==> config.mk <==
export PLATFORM = sky130hd
export DESIGN_NAME = seg7_scan_display
export DESIGN_NICKNAME = d
export VERILOG_FILES = /design/src/rtl/seg7_pkg.sv /design/src/rtl/seg7_scan_display_bin2bcd.sv /design/src/rtl/seg7_scan_display.sv
export SDC_FILE = /design/constraint.sdc
export NUM_CORES = 1
export LEC_CHECK = 0
export CORE_MARGIN = 2
export CORE_UTILIZATION = 40
export DETAILED_ROUTE_END_ITERATION = 7
export PLACE_DENSITY = 0.57
export SYNTH_ARGS = -nofsm -noshare
export SYNTH_HDL_FRONTEND = slang
export SYNTH_SLANG_ARGS = --single-unit
==> constraint.sdc <==
create_clock -name clk -period 5.1 [get_ports clk]
set_input_delay 1.275 -clock clk [delete_from_list [all_inputs] [get_ports clk]]
set_output_delay 1.275 -clock clk [all_outputs]
set_load 0.005 [all_outputs]
==> src/rtl/seg7_pkg.sv <==
// Shared constants, converter state encoding and segment lookup for the
// multiplexed seven-segment display.
package seg7_pkg;

   localparam logic [7:0] SEG_BLANK = 8'hFF;
   localparam logic [7:0] SEG_DASH  = 8'hBF;

   localparam logic MODE_HEX = 1'b0;
   localparam logic MODE_DEC = 1'b1;

   typedef enum logic [1:0] {
      ST_IDLE  = 2'd0,
      ST_SHIFT = 2'd1,
      ST_DONE  = 2'd2
   } bcd_state_t;

   // Active-low {g,f,e,d,c,b,a} pattern for one hex nibble
   function automatic logic [6:0] hex_to_seg(input logic [3:0] nib);
      logic [6:0] seg;
      case (nib)
         4'h0:    seg = 7'h40;
         4'h1:    seg = 7'h79;
         4'h2:    seg = 7'h24;
         4'h3:    seg = 7'h30;
         4'h4:    seg = 7'h19;
         4'h5:    seg = 7'h12;
         4'h6:    seg = 7'h02;
         4'h7:    seg = 7'h78;
         4'h8:    seg = 7'h00;
         4'h9:    seg = 7'h10;
         4'hA:    seg = 7'h08;
         4'hB:    seg = 7'h03;
         4'hC:    seg = 7'h46;
         4'hD:    seg = 7'h21;
         4'hE:    seg = 7'h06;
         4'hF:    seg = 7'h0E;
         default: seg = 7'h7F;
      endcase
      return seg;
   endfunction

endpackage

==> src/rtl/seg7_scan_display_bin2bcd.sv <==
// Sequential double-dabble converter: one input bit per cycle, with a sticky
// flag for any carry that falls off the top BCD digit.
module bin2bcd_seq
   import seg7_pkg::*;
#(
   parameter int DATA_W = 16,
   parameter int DIGITS = 4
) (
   input  logic                  clk,
   input  logic                  rst,
   input  logic                  start,
   input  logic [DATA_W-1:0]     bin,
   output logic                  busy,
   output logic                  done,
   output logic [4*DIGITS-1:0]   bcd,
   output logic                  ovf
);

   localparam int CNT_W = $clog2(DATA_W + 1);

   bcd_state_t          state_r;
   logic [DATA_W-1:0]   shift_r;
   logic [4*DIGITS-1:0] bcd_r;
   logic [4*DIGITS-1:0] adj_s;
   logic [CNT_W-1:0]    cnt_r;
   logic                ovf_r;
   logic                busy_r;
   logic                done_r;

   // Add-3 correction of every BCD digit ahead of the next shift
   always_comb begin
      adj_s = bcd_r;
      for (int i = 0; i < DIGITS; i++) begin
         if (bcd_r[4*i +: 4] > 4'd4) begin
            adj_s[4*i +: 4] = bcd_r[4*i +: 4] + 4'd3;
         end else begin
            adj_s[4*i +: 4] = bcd_r[4*i +: 4];
         end
      end
   end

   // Converter FSM; a bit leaving the top digit means value >= 10^DIGITS
   always_ff @(posedge clk or posedge rst) begin
      if (rst) begin
         state_r <= ST_IDLE;
         shift_r <= '0;
         bcd_r   <= '0;
         cnt_r   <= '0;
         ovf_r   <= 1'b0;
         busy_r  <= 1'b0;
         done_r  <= 1'b0;
      end else begin
         case (state_r)
            ST_IDLE: begin
               done_r <= 1'b0;
               if (start) begin
                  shift_r <= bin;
                  bcd_r   <= '0;
                  cnt_r   <= '0;
                  ovf_r   <= 1'b0;
                  busy_r  <= 1'b1;
                  state_r <= ST_SHIFT;
               end
            end
            ST_SHIFT: begin
               bcd_r   <= {adj_s[4*DIGITS-2:0], shift_r[DATA_W-1]};
               shift_r <= {shift_r[DATA_W-2:0], 1'b0};
               ovf_r   <= ovf_r | adj_s[4*DIGITS-1];
               cnt_r   <= cnt_r + CNT_W'(1);
               if (cnt_r == CNT_W'(DATA_W - 1)) begin
                  done_r  <= 1'b1;
                  state_r <= ST_DONE;
               end
            end
            ST_DONE: begin
               busy_r  <= 1'b0;
               done_r  <= 1'b0;
               state_r <= ST_IDLE;
            end
            default: begin
               busy_r  <= 1'b0;
               done_r  <= 1'b0;
               state_r <= ST_IDLE;
            end
         endcase
      end
   end

   assign busy = busy_r;
   assign done = done_r;
   assign bcd  = bcd_r;
   assign ovf  = ovf_r;

endmodule

==> src/rtl/seg7_scan_display.sv <==
// Multiplexed seven-segment driver for a debug value: hex or decimal display,
// leading-zero blanking, per-digit decimal points and overflow dashes.
module seg7_scan_display
   import seg7_pkg::*;
#(
   parameter int DIGITS      = 4,
   parameter int DATA_W      = 16,
   parameter int REFRESH_DIV = 100000
) (
   input  logic              clk,
   input  logic              rst,
   input  logic [DATA_W-1:0] value,
   input  logic              mode,
   input  logic              blank_lz,
   input  logic [DIGITS-1:0] dp_mask,
   input  logic              load,
   output logic              busy,
   output logic [7:0]        segments,
   output logic [DIGITS-1:0] an
);

   localparam int IDX_W = (DIGITS > 1) ? $clog2(DIGITS) : 1;
   localparam int PRE_W = $clog2(REFRESH_DIV);

   logic [PRE_W-1:0]           presc_r;
   logic [IDX_W-1:0]           idx_r;
   logic [4*DIGITS-1:0]        disp_r;
   logic                       ovf_r;
   logic [DIGITS-1:0]          an_r;
   logic [7:0]                 seg_r;
   logic [4*DIGITS+DATA_W-1:0] wide_s;
   logic                       hex_ovf_s;
   logic                       accept_s;
   logic                       start_s;
   logic                       eng_busy_s;
   logic                       eng_done_s;
   logic [4*DIGITS-1:0]        eng_bcd_s;
   logic                       eng_ovf_s;
   logic [DIGITS-1:0]          blank_s;
   logic [DIGITS-1:0]          onehot_s;
   logic [3:0]                 cur_nib_s;
   logic [7:0]                 cur_seg_s;

   // Zero-extended copy so any bit above the displayable nibbles is an overflow
   assign wide_s    = {{(4*DIGITS){1'b0}}, value};
   assign hex_ovf_s = |wide_s[4*DIGITS+DATA_W-1:4*DIGITS];
   assign accept_s  = load & ~eng_busy_s;
   assign start_s   = accept_s & (mode == MODE_DEC);

   bin2bcd_seq #(.DATA_W(DATA_W), .DIGITS(DIGITS)) u_bin2bcd (
      .clk   (clk),
      .rst   (rst),
      .start (start_s),
      .bin   (value),
      .busy  (eng_busy_s),
      .done  (eng_done_s),
      .bcd   (eng_bcd_s),
      .ovf   (eng_ovf_s)
   );

   // Display register: immediate for hex, atomic commit at end of decimal conversion
   always_ff @(posedge clk or posedge rst) begin
      if (rst) begin
         disp_r <= '0;
         ovf_r  <= 1'b0;
      end else if (eng_done_s) begin
         disp_r <= eng_bcd_s;
         ovf_r  <= eng_ovf_s;
      end else if (accept_s && (mode == MODE_HEX)) begin
         disp_r <= wide_s[4*DIGITS-1:0];
         ovf_r  <= hex_ovf_s;
      end
   end

   // Refresh prescaler and digit index
   always_ff @(posedge clk or posedge rst) begin
      if (rst) begin
         presc_r <= '0;
         idx_r   <= '0;
      end else if (presc_r == PRE_W'(REFRESH_DIV - 1)) begin
         presc_r <= '0;
         if (idx_r == IDX_W'(DIGITS - 1)) begin
            idx_r <= '0;
         end else begin
            idx_r <= idx_r + IDX_W'(1);
         end
      end else begin
         presc_r <= presc_r + PRE_W'(1);
      end
   end

   // Blanking mask, anode one-hot and segment pattern for the current digit
   always_comb begin
      logic zero_above_s;
      zero_above_s = 1'b1;
      blank_s      = '0;
      onehot_s     = '0;
      for (int i = DIGITS - 1; i >= 0; i--) begin
         zero_above_s = zero_above_s & (disp_r[4*i +: 4] == 4'h0);
         blank_s[i]   = blank_lz & zero_above_s & (i != 0);
         onehot_s[i]  = (idx_r == IDX_W'(i));
      end
      cur_nib_s = disp_r[4*int'(idx_r) +: 4];
      if (ovf_r) begin
         cur_seg_s = {~dp_mask[idx_r], SEG_DASH[6:0]};
      end else if (blank_s[idx_r]) begin
         cur_seg_s = {~dp_mask[idx_r], SEG_BLANK[6:0]};
      end else begin
         cur_seg_s = {~dp_mask[idx_r], hex_to_seg(cur_nib_s)};
      end
   end

   // Registered pin drivers, dark while in reset
   always_ff @(posedge clk or posedge rst) begin
      if (rst) begin
         an_r  <= '1;
         seg_r <= SEG_BLANK;
      end else begin
         an_r  <= ~onehot_s;
         seg_r <= cur_seg_s;
      end
   end

   assign an       = an_r;
   assign segments = seg_r;
   assign busy     = eng_busy_s;

endmodule

Word level (Yosys, flattened, before mapping):

Memories as Yosys holds them, arrays and structs flattened.
Cells that the tools add are included.

* add/subtract/negate cells: 7
* reduce and logical (&&, ||, !) cells: 11
* mux-type cells: 31
* equality and inequality tests: 8
* magnitude comparators: 5
* bitwise operators: 13
* shift-type cells: 1

Operators by type and width (count)
* 16-bit two-way mux: 4
* 16-bit case mux with 2 select lines: 2
* 17-bit by 1-bit adder with 17-bit output (second input constant): 1
* 17-bit equality test (second input constant): 1
* 17-bit two-way mux: 1
* 4-bit by 2-bit adder with 4-bit output (second input constant): 4
* 4-bit by 3-bit > comparator with 1-bit output (second input constant): 4
* 4-bit two-way mux: 4
* 16-bit by 5-bit indexed part select with 4-bit output: 1
* 7-bit two-way mux: 2
* 4-bit logical NOT: 3
* 5-bit case mux with 2 select lines: 1
* 1-bit two-way mux: 8
* 1-bit bitwise AND: 7
* 2-bit two-way mux: 3
* 2-bit AND reduction: 3
* 5-bit by 1-bit adder with 5-bit output (second input constant): 1
* 5-bit by 4-bit equality test with 1-bit output (second input constant): 1
* 5-bit two-way mux: 1
* 1-bit binary-select mux with 2-bit select: 2
* 2-bit by 1-bit equality test with 1-bit output (second input constant): 2
* 2-bit equality test (second input constant): 2
* 2-bit logical NOT: 2
* 1-bit NOT: 4
* 10 further kinds: 12

* bits of input ports: 25
* ROM bits: 112
* memories kept: 1
* flip-flop bits (word level): 90
* word-level logic and storage cells: 90

Memory list
* (name not given): depth 16, width 7, read ports 1, clocked after Yosys merged registers in 0, write ports 0, RTL line seg7_pkg.sv:20 `case (nib)`

Logic depth before layout (Yosys ltp):

Gate-level depths: netlist (run 1).

* depth after elaboration: 8
* mapped depth: 8

Modules after synthesis:

A second synthesis (run 1) with hierarchy kept.

* cells, all modules: 457
* area, all modules: 4773.3 sq um

By module, submodules not included
* seg7_scan_display: area an instance 2638.8 sq um, cells each 245, sequential area each 1216.2 sq um, times used 1
* bin2bcd_seq: area an instance 2134.5 sq um, cells each 212, sequential area each 1051.0 sq um, times used 1

Worst setup path before layout (run 1):

Ideal clock, no wire load.

* kind: input to register
* start: input mode
* end: register u_bin2bcd.shift_r[1]
* arrival time: 2.341 ns
* path slack: 2.677 ns
* data required time: 5.018 ns
* path buffers: 1
* stages on the path: 5
* cell sequence: inv_1 > nor4b_2 > clkbuf_1 > nand2_1 > a31oi_1

* longest elaborated chain between the ends: 3

Ends and longest elaborated chain
* start, declared: RTL line seg7_scan_display.sv:13 `input logic mode,`
* 1-bit bitwise AND: RTL line seg7_scan_display.sv:48 `assign start_s = accept_s & (mode == MODE_DEC);`
* 2-bit inequality test (no source line)
* 2-bit AND reduction (no source line)
* end signal, assigned: RTL line seg7_scan_display_bin2bcd.sv:57 `shift_r <= bin;`
* end signal, assigned: RTL line seg7_scan_display_bin2bcd.sv:67 `shift_r <= {shift_r[DATA_W-2:0], 1'b0};`
* end, declared: RTL line seg7_scan_display_bin2bcd.sv:22 `logic [DATA_W-1:0] shift_r;`

No other way between the ends.
A chain may end at the register's enable or synchronous reset.

Final worst setup path (run 1):

* start: input load
* end: register u_bin2bcd.bcd_r[15], in the netlist u_bin2bcd.bcd[15]

* longest elaborated chain between the ends: 4

Ends and longest elaborated chain
* start, declared: RTL line seg7_scan_display.sv:16 `input logic load,`
* 1-bit bitwise AND: RTL line seg7_scan_display.sv:47 `assign accept_s = load & ~eng_busy_s;`
* 1-bit bitwise AND: RTL line seg7_scan_display.sv:48
* 2-bit inequality test (no source line)
* 2-bit AND reduction (no source line)
* end signal, assigned: RTL line seg7_scan_display_bin2bcd.sv:66 `bcd_r <= {adj_s[4*DIGITS-2:0], shift_r[DATA_W-1]};`
* end, declared: RTL line seg7_scan_display_bin2bcd.sv:23 `logic [4*DIGITS-1:0] bcd_r;`

No other way between the ends.

==> flow_summary.yaml, run 1 <==
sta:
  final_critical_path_setup_slack_ns: 2.349
  max_freq_mhz: 363.5
  setup_viol: 0
  tns_ns: 0
  period_minus_slack_ns: 2.751
  rsz0062_at_grt: "no"
  skew_ns: 0.009057
  worst_pin_slew_ns: 1.155
  relSlewSlack_pct: 23.00
  final_hold_viol_count: 0
  slew_violations: 0
  finalCritPeriodShare_pct: 53.95
  hold_slack_ns: 0.4853
route:
  firstDrtPassIters: 4
  postRouteAntennaNets: 0
  vias: 3311
  drt_wl_total_mm: 9.494
  drt_iter0_markers: 162
  route.detailed.drc: 0
  wl_per_cell_um: 14.83
  viasPerCell: 5.173
floorplan:
  fp.dieH_um: 110.1
  die_w_um: 110.1
  start_util_pct: 41.19
  core_area_um2: 10940
  io_pins: 38
  rows: 38
  dieArea_um2: 12130
layout:
  stdcell_area_um2: 5369
  final_common_cell: "dfrtp_1"
  layout_common_cells: "dfrtp_1, nand2_1, o21ai_0"
  area_growth_pct: 19.19
  fillCellCount: 1051
  diodes: 0
  drive_above_1_share_pct: 9.400
  nNetsFinal: 537
  layout.cells.non_filler: 640
min_path:
  hp-class: "flip-flop to flip-flop"
  min_delay_path_depth: 2
grt:
  grt_start_max_net_pins: 66
  track_usage_pct: 17.19
  grt_overflow: 0
  grt_pass1_vias: 3184
  antenna_found_initial: 0
  grt_pass1_wl_mm: 16.04
place:
  dp_worst_setup_slack_ns: 1.795
  place_congestion: 0.7762
  place_inst: 624
  dpl.hpwl_mm: 6.469
  place_area_um2: 4994
  io_buffers: 37
clock_tree:
  cts-root-buf: "clkbuf_16"
  post_cts_buffers: 0
  h-tree-depth: 3
  holdBufCountCts: 0
  clk-insertion-delay-late_ns: 0.35
  clkTransAtPathRegs_ns: 0.06
  cts_buffers: 9
  cts_tree: "built"
  post_cts_resized: 0
  cts.sinks: 90
  clockBufferDepth: 2
synth:
  avgSynthCellArea_um2: 9.687
  ys_ff_latch: 90
  synth_top_flop_cell: "dfrtp_1"
  yosysWarnings: 0
  synth-seq-area-share_pct: 50.33
  synth-edff-count: 0
  synth.distinct_cells: 44
  synth.net_count: 507
  synth_cells: 465
  netlist_area_um2: 4504
  synth-async-reset-ratio_pct: 100.0
worst_setup_path:
  worst_ep_arrival_time_ns: 2.99
  required_ns: 5.34
  start_kind: "input pin"
  endpoint: "u_bin2bcd.bcd[15]"
  endpoint_kind: "flip-flop"
  crit_fanout: 11
  path_class: "input pin to flip-flop"
  crit_start: "load"
  reg2reg_from: "idx_r[1]"
  reg2reg_to: "segments[3]"
  r2r_cells: 4
  reg2reg_slack_ns: 2.55
run:
  drv_cap: 0
pwr:
  p_leak_nw: 2.302
  power.density_nw_per_um2: 541.0
  vdd_ir_drop_max_v: 0.0003271
outcome:
  run_status: "finished clean"
-- flip-flops by register name (all words and copies together), names as in the netlist --
signal / count
u_bin2bcd.state_r: 2
an: 4
u_bin2bcd.busy: 1
ovf_r: 1
u_bin2bcd.ovf: 1
u_bin2bcd.done: 1
disp_r: 16
u_bin2bcd.cnt_r: 5
idx_r: 2
u_bin2bcd.shift_r: 16
segments: 8
u_bin2bcd.bcd: 16
presc_r: 17
-- metrics by stage --
| stage | power (mW) | util [%] |
|---|---|---|
| after floorplan | 1.827 | - |
| after global placement | 2.076 | 45.66 |
| after detailed placement | 2.106 | 45.66 |
| after CTS | 2.927 | 49.02 |
| after global routing | 3.135 | 49.10 |
| final | 2.904 | 49.10 |
-- report_power, final --
part | internal [mW] | switching, mW | total [mW]
logic | 0.422 | 0.528 | 0.951
registers | 0.966 | 0.182 | 1.15
clock network | 0.528 | 0.278 | 0.806
-- logic make-up after synthesis --
kind of cell,after synthesis,share of synthesized area [%]
simple gates,165,16.58
compound gates,94,12.03
flops,90,50.33
buf+inv,49,4.472
mux,30,7.972
xor+xnor,20,3.889
fa+ha+maj,17,4.722
-- cell usage after synthesis, types with 5 or more instances --
master | number | area (um2)
nand2_1 | 72 | 270.3
nor2_1 | 37 | 138.9
nand3_1 | 21 | 105.1
a21oi_1 | 17 | 85.08
xnor2_1 | 9 | 78.83
mux2i_1 | 22 | 220.2
inv_1 | 25 | 93.84
clkbuf_1 | 15 | 56.30
o31ai_1 | 5 | 37.54
o21ai_0 | 44 | 220.2
nor3_1 | 8 | 40.04
dfstp_2 | 12 | 315.3
ha_1 | 17 | 212.7
a31oi_1 | 16 | 100.1
xor2_1 | 11 | 96.34
dfrtp_1 | 78 | 1952
-- cell type report --
cell class,instances,area (um2),share of cell area [%]
clock buffer,9,225.2,4.195
tap,140,175.2,3.263
multi-input combinational,326,2053,38.24
timing repair buffer,42,407.9,7.597
sequential,90,2267,42.23
inverter,26,98.84,1.841
clock inverter,7,141.4,2.633
-- layer usage --
metal | GRT usage [%] | wire (um) | vias to the layer above
met1 | 23.38 | 4544 | 1590
met3 | 5.232 | 416 | 10
met5 | 0 | 0 | -
met2 | 27.21 | 4439 | 46
met4 | 3.750 | 93 | 0
li1 | - | - | 1665
-- how the worst min path moves through the flow --
stage,from,to,slack (ns)
after floorplan,ovf_r,segments[6],0.40
after global placement,disp_r[0],disp_r[0],0.46
after detailed placement,disp_r[0],disp_r[0],0.47
after CTS,disp_r[0],disp_r[0],0.49
after global routing,disp_r[0],disp_r[0],0.51
final,disp_r[0],disp_r[0],0.49
-- worst max-delay path, cell delays in order --
cell,delay [ns]
clkdlybuf4s50_1,0.54
nand4bb_1,0.44
nand2_1,0.36
o31ai_1,0.12
a32o_1,0.24
Note: power is estimated with default switching activity, not from simulation.
==> run 2, diff against run 1 <==
PLACE_DENSITY = 0.59   (was 0.57)
clock period = 2.5 ns   (was 5.1 ns; I/O delays follow)
==> flow_summary.yaml, run 2 (synthesis gave the netlist of run 1 again) <==
worst_setup_path:
  path_class: "flip-flop to flip-flop"
  endpoint_kind: "flip-flop"
  reg2reg_from: "idx_r[1]"
  worst_ep_arrival_time_ns: 2.51
  r2r_cells: 6
  reg2reg_to: "segments[3]"
  crit_fanout: 11
  reg2reg_slack_ns: 0.25
  start_kind: "flip-flop"
  required_ns: 2.76
clock_tree:
  cts.sinks: 90
  post_cts_buffers: 0
  clkTransAtPathRegs_ns: 0.06
  cts_buffers: 9
  clockBufferDepth: 2
  holdBufCountCts: 0
  post_cts_resized: 0
  cts_tree: "built"
  cts-root-buf: "clkbuf_16"
  clk-insertion-delay-late_ns: 0.34
  h-tree-depth: 3
sta:
  relSlewSlack_pct: 29.37
  finalCritPeriodShare_pct: 90.02
  setup_viol: 0
  skew_ns: 0.006418
  final_hold_viol_count: 0
  tns_ns: 0
  rsz0062_at_grt: "no"
  slew_violations: 0
  worst_pin_slew_ns: 1.059
  period_minus_slack_ns: 2.251
  max_freq_mhz: 444.3
route:
  drt_wl_total_mm: 9.573
  route.detailed.drc: 0
  wl_per_cell_um: 14.82
  postRouteAntennaNets: 0
  firstDrtPassIters: 4
  viasPerCell: 5.217
  vias: 3370
  drt_iter0_markers: 195
floorplan:
  core_area_um2: 10940
  io_pins: 38
  dieArea_um2: 12130
  rows: 38
  die_w_um: 110.1
  start_util_pct: 41.19
  fp.dieH_um: 110.1
layout:
  largest_reg_flops: 17
  area_growth_pct: 20.08
  regArea_um2: 2267
  final_common_cell: "dfrtp_1"
  diodes: 0
  final_util_pct: 49.46
  stdcell_area_um2: 5409
  layout.cells.non_filler: 646
  nNetsFinal: 543
  multi_input_area_um2: 2044
  fillCellCount: 1030
  largest-register: "presc_r"
  drive_above_1_share_pct: 10.28
  layout_common_cells: "dfrtp_1, nand2_1, o21ai_0"
pwr:
  swShare_pct: 34.30
  p_comb_share_pct: 34.1
  power.density_nw_per_um2: 1074
  intPower_mw: 3.819
  p_leak_nw: 2.325
  power_switching_mw: 1.993
  p_clk_share_pct: 25.3
  vdd_ir_drop_max_v: 0.0007411
  power_mw: 5.812
  p_seq_share_pct: 40.6
min_path:
  holdPathEnd: "segments[6]"
  worstHoldStart: "ovf_r"
  min_delay_path_depth: 1
  hp-class: "flip-flop to flip-flop"
run:
  drv_cap: 0
grt:
  grt_pass1_vias: 3349
  track_usage_pct: 17.20
  grt_overflow: 0
  antenna_found_initial: 0
  grt_pass1_wl_mm: 16.13
  grt_start_max_net_pins: 65
place:
  place_inst: 630
  place_area_um2: 5079
  io_buffers: 37
  place_congestion: 0.8703
  dpl.hpwl_mm: 6.852
outcome:
  run_status: "finished clean"
-- run 2: power by group through the flow --
stage / clock (mW) / combinational, mW / sequential [mW]
2_1_floorplan: 0 / 1.48 / 2.25
3_3_place_gp: 0 / 1.94 / 2.36
3_5_place_dp: 0 / 1.99 / 2.38
4_1_cts: 1.51 / 2.00 / 2.36
5_1_grt: 1.58 / 2.28 / 2.43
6_report: 1.47 / 1.98 / 2.36
-- run 2: worst max path at each step --
stage,from,end,cells after the start
after floorplan,idx_r[0],segments[3],7
after global placement,idx_r[1],segments[3],6
after detailed placement,idx_r[1],segments[3],6
after CTS,idx_r[1],segments[3],6
after global routing,idx_r[1],segments[3],6
final,idx_r[1],segments[3],6
-- run 2: through the flow --
step | setup WS, ns | hold slack (ns)
finish | 0.2494 | 0.4924
global route | 0.1520 | 0.5126
CTS | 0.2619 | 0.4913
detailed placement | 0.2736 | 0.4829
global placement | 0.3593 | 0.4692
floorplan | 0.3213 | 0.4028
-- run 2: critical path, cell delays in order, from the launching register on --
cell and delay (ns):
dfrtp_1 0.62, mux4_2 0.42, inv_1 0.18, ha_1 0.15, inv_1 0.04, mux4_2 0.44, or3_1 0.31
-- run 2: area by class of cell --
type	instances	share of cell area, %
clock buffers	12	4.742
clock inverters	4	1.365
inverters	26	1.874
multi-input cells	326	37.80
flip-flops and latches	90	41.92
well taps	140	3.238
repair buffers	48	9.068
-- run 2: metal layers --
metal | vias to the layer above | wire [um] | global-route usage [%]
met5 | - | 0 | 0
met1 | 1635 | 4367 | 21.65
met4 | 0 | 108 | 4.643
li1 | 1678 | - | -
met2 | 48 | 4744 | 29.05
met3 | 9 | 353 | 4.879
